### src/rtl/up_counter_timer_ctrl.sv
// Start/stop programmable timer around a bits-wide up counter, one-shot or periodic.
// Define PRESCALER_EN to add the pre_div port and a clock-enable prescaler.
module up_counter_timer_ctrl #(
    parameter int bits     = 4,
    parameter int PRE_BITS = 4
) (
    input  logic                clk,
    input  logic                reset,
    input  logic                start,
    input  logic                stop,
    input  logic                periodic,
    input  logic [bits-1:0]     period,
`ifdef PRESCALER_EN
    input  logic [PRE_BITS-1:0] pre_div,
`endif
    output logic [bits-1:0]     Q,
    output logic                busy,
    output logic                tick,
    output logic                done
);

    typedef enum logic [1:0] {
        IDLE,
        RUN,
        DONE
    } state_t;

    state_t              state;
    logic [bits-1:0]     per_q;
    logic                mode_q;
    logic [PRE_BITS-1:0] div_q;
    logic [PRE_BITS-1:0] div_lim;
    logic                ce;
    logic                accept;

    // stop beats start, and a zero period is never a legal run
    assign accept = start && !stop && (period != '0);

`ifdef PRESCALER_EN
    logic [PRE_BITS-1:0] pre_q;

    always_ff @(posedge clk or posedge reset) begin
        if (reset) begin
            pre_q <= '0;
        end else if (state == IDLE && accept) begin
            pre_q <= pre_div;
        end
    end

    assign div_lim = pre_q;
`else
    // With a zero limit the divider never leaves 0, so ce is high every clock.
    assign div_lim = '0;
`endif

    assign ce = (div_q == div_lim);

    // NOTE: sequential state uses non-blocking assignments so every register
    // samples the pre-edge values, independent of statement order.
    always_ff @(posedge clk or posedge reset) begin
        if (reset) begin
            state  <= IDLE;
            Q      <= '0;
            busy   <= 1'b0;
            tick   <= 1'b0;
            done   <= 1'b0;
            per_q  <= '0;
            mode_q <= 1'b0;
            div_q  <= '0;
        end else begin
            tick <= 1'b0;
            done <= 1'b0;
            case (state)
                IDLE: begin
                    Q     <= '0;
                    div_q <= '0;
                    if (accept) begin
                        per_q  <= period;
                        mode_q <= periodic;
                        busy   <= 1'b1;
                        state  <= RUN;
                    end
                end

                RUN: begin
                    if (stop) begin
                        Q     <= '0;
                        div_q <= '0;
                        busy  <= 1'b0;
                        state <= IDLE;
                    end else begin
                        div_q <= ce ? '0 : div_q + 1'b1;
                        if (ce) begin
                            if (Q != per_q) begin
                                Q <= Q + 1'b1;
                            end else begin
                                tick <= 1'b1;
                                if (mode_q) begin
                                    Q <= '0;
                                end else begin
                                    // one-shot: Q holds the period through DONE
                                    done  <= 1'b1;
                                    busy  <= 1'b0;
                                    state <= DONE;
                                end
                            end
                        end
                    end
                end

                DONE: begin
                    Q     <= '0;
                    div_q <= '0;
                    busy  <= 1'b0;
                    state <= IDLE;
                end

                default: begin
                    Q     <= '0;
                    div_q <= '0;
                    busy  <= 1'b0;
                    state <= IDLE;
                end
            endcase
        end
    end

endmodule

### config.mk
export PLATFORM = sky130hd
export DESIGN_NAME = up_counter_timer_ctrl
export DESIGN_NICKNAME = d
export VERILOG_FILES = /design/src/rtl/up_counter_timer_ctrl.sv
export SDC_FILE = /design/constraint.sdc
export NUM_CORES = 1
export LEC_CHECK = 0
export CAP_MARGIN = 20
export CORE_MARGIN = 1
export CORE_UTILIZATION = 53
export DETAILED_ROUTE_END_ITERATION = 16
export HOLD_SLACK_MARGIN = 0.1
export PLACE_DENSITY = 0.91
export SYNTH_ARGS = -nofsm -noshare
export SYNTH_HDL_FRONTEND = slang
export SYNTH_SLANG_ARGS = --single-unit
export TNS_END_PERCENT = 50
### constraint.sdc
create_clock -name clk -period 3.93 [get_ports clk]
set_input_delay 0.5895 -clock clk [delete_from_list [all_inputs] [get_ports clk]]
set_output_delay 0.5895 -clock clk [all_outputs]
set_load 0.1 [all_outputs]
==> out/qor.txt <==
Multi-input logic area = 399 µm²
Site Rows = 14
Post-synthesis cell type count = 25
Via density = 5.88
Clk pin slew, worst setup/hold paths = 0.09 ns
Sequential fraction of the synthesis area = 0.504
Top area cells in the synthesized netlist = dfrtp_1, nand3b_1, xor2_1, ha_1, mux2_2
Root buffer cell = clkbuf_4
RSZ-0062 raised after global routing = no
Final global-route overflow total = 0
Die area = 1760 µm²
Post-CTS Hold Fix Bufs = 0
Worst endpoint data arrival time = 1.95 ns
Max Fclk = 394 MHz
Worst Hold Class = flip-flop to flip-flop
Vias = 659
Area leader, netlist = dfrtp_1
Reg power frac = 0.510
Switch Pwr = 148 µW
Final Critical Period = 2.54 ns
Kind of critical path = flip-flop to output pin
Least-Margin Pin Slew = 0.965 ns
Worst-path cell chain = clkdlybuf4s50_1
Post-route cell area = 1040 µm²
Fin Setup TNS = 0 ns
Mapped Cells = 78
CORE AREA = 1490 µm²
Combinational Power Share = 0.276
Final Cycle Share = 0.646
Status = complete, no violations
CP peak stage delay = 1.18 ns
Final WL = 1.70 mm
Sw frac = 0.345
PostCTS Resize Cnt = 0
Final setup vio count = 0
CTS Buf Count = 3
Drt drc = 0
PortBufs = 15
Crit. End Element = output pin
Initial antenna violation count = 0
Commonest non-fill, non-tap cell in the layout = dfrtp_1
Maximum capacitance violations = 0
Ratio of cells with drive above 1 in the final layout = 0.0833
DP HPWL = 1.28 mm
Worst-case clock skew = 0.000771 ns
NumNets Final = 109
CTS Buffer Depth = 2
Top cell family by delay on the critical path = buffers and inverters
Clk sinks = 17
GRT Total Usage = 0.234
Htree depth = 1
GP Congestion = 0.724
Syn Nets = 90
TritonCTS clock tree = done
DRT antenna net count = 0
Max-slew violation count = 0
Io pins = 16
Dpl cell area = 1010 µm²
Largest net degree at the start of global routing = 18
Syn Std Cell Area = 845 µm²
Initial DRT Pass Iterations = 4
FILL cells = 105
Hold WS = 0.492 ns
Worst Path Buf+Inv = 1
Cell-internal power = 280 µW
Cell leakage power = 0.447 nW
Reg area = 425 µm²
Synth Area per Inst = 10.8 µm²
Crit-path max FO = 7
Die W = 41.9 µm
PD cells = 411 nW/µm²
Final Hold Fails = 0
#FFs+latches synth = 17
CP startpoint kind = flip-flop
CP required = 3.34 ns
DR iter-0 viols = 26
Die H = 41.9 µm
CP max-delay cell = clkdlybuf4s50_1
Commonest non-fill, non-tap cells in the layout = dfrtp_1, clkdlybuf4s50_1, nand2_1
Initial Util = 0.567
Worst-skew pair later-pin latency = 0.29 ns
Relative slew margins = 0.354
Vias in the first global route = 610
Area growth from synthesis to layout = 23.1%
Setup Fix Bufs, Post-CTS = 0
Peak VDD IR = 0.286 mV
# diodes = 0
Synth top area share = 0.504
Power share of the clock group = 0.215
First-pass GRT wire length = 2.95 mm
Yosys warning count = 0
Avg WL per Cell = 15.1 µm
[per-layer routing]
layer,routed length (µm),track usage,share of wire,vias to the layer above
li1,-,-,-,307
met1,701,0.318,0.41,315
met2,864,0.344,0.51,31
met3,76,0.0391,0.045,6
met4,52,0.155,0.031,0
met5,0,0,0,-
[state kept, by name (all words and copies together), names as in the netlist]
name / count
mode_q: 1
per_q: 4
tick: 1
state: 2
div_q: 4
Q: 4
done: 1
[Yosys cell counts]
cell      count
inv_1         3
or3b_1        1
buf_2         1
nor3b_1       1
mux2_1        2
nor4_4        1
nand2b_1      1
nor4bb_1      1
or3_1         2
nor2_1        7
nor4_1        1
and2_1        1
xnor2_1       1
xor2_1        5
mux2_2        3
a31oi_1       5
a21o_1        2
clkbuf_1      1
nor3_1        2
and3_1        1
dfrtp_1      17
ha_1          3
nand3_1       2
nand3b_1      6
nand2_1       8
[per-stage QoR]
step	cells	utilization	total power, mW	worst slack (ns)
2_1_floorplan	78	-	0.302	1.88
3_3_place_gp	108	0.681	0.333	1.75
3_5_place_dp	108	0.681	0.338	1.70
4_1_cts	112	0.698	0.430	1.37
5_1_grt	112	0.698	0.445	1.33
6_report	112	0.698	0.427	1.39
[layout make-up]
type	count	area share
Clock buffer	4	0.0253
Inverter	3	0.0108
Multi-Input combinational cell	56	0.384
Sequential cell	17	0.409
Tap cell	16	0.0193
Timing Repair Buffer	16	0.152
[power groups by stage]
stage | clock, mW | combinational, mW | sequential, mW
floorplan | 0 | 0.0579 | 0.244
global placement | 0 | 0.115 | 0.218
detailed placement | 0 | 0.118 | 0.220
CTS | 0.0938 | 0.119 | 0.217
global route | 0.0997 | 0.125 | 0.220
finish | 0.0917 | 0.118 | 0.218
[worst reg2reg max path: stages, from the launching register on]
cell     delay (ns)
dfrtp_1        0.42
inv_1          0.07
ha_1           0.16
or3b_1         0.48
or3_1          0.39
a21o_1         0.16
a31oi_1        0.16
[worst paths after layout]
kind	start	to	slack (ns)	cells after the start
min	div_q[0]$_DFF_PP0_	div_q[0]$_DFF_PP0_	0.49	1
max reg2reg	div_q[0]$_DFF_PP0_	Q[3]$_DFFE_PP0P_	2.02	6
max	Q[2]$_DFFE_PP0P_	Q[2]	1.39	1
min in group asynchronous	reset	state[0]$_DFFE_PP0P_	0.67	2
max in group asynchronous	reset	done$_DFF_PP0_	2.86	2
min reg2reg	div_q[0]$_DFF_PP0_	div_q[0]$_DFF_PP0_	0.49	1
[kinds of logic (layout without fill, tap and decap cells)]
logic type / after synthesis / count (layout) / share of synthesized area
AND/OR/NAND/NOR: 35 / 35 / 0.244
buffers and inverters: 5 / 23 / 0.0237
multiplexers: 5 / 5 / 0.0667
flip-flops: 17 / 17 / 0.504
adder cells (fa/ha/maj): 3 / 3 / 0.0444
AO/OA/AOI/OAI: 7 / 7 / 0.0548
XOR/XNOR: 6 / 6 / 0.0622
No activity file was read; power rests on OpenSTA's default activity.
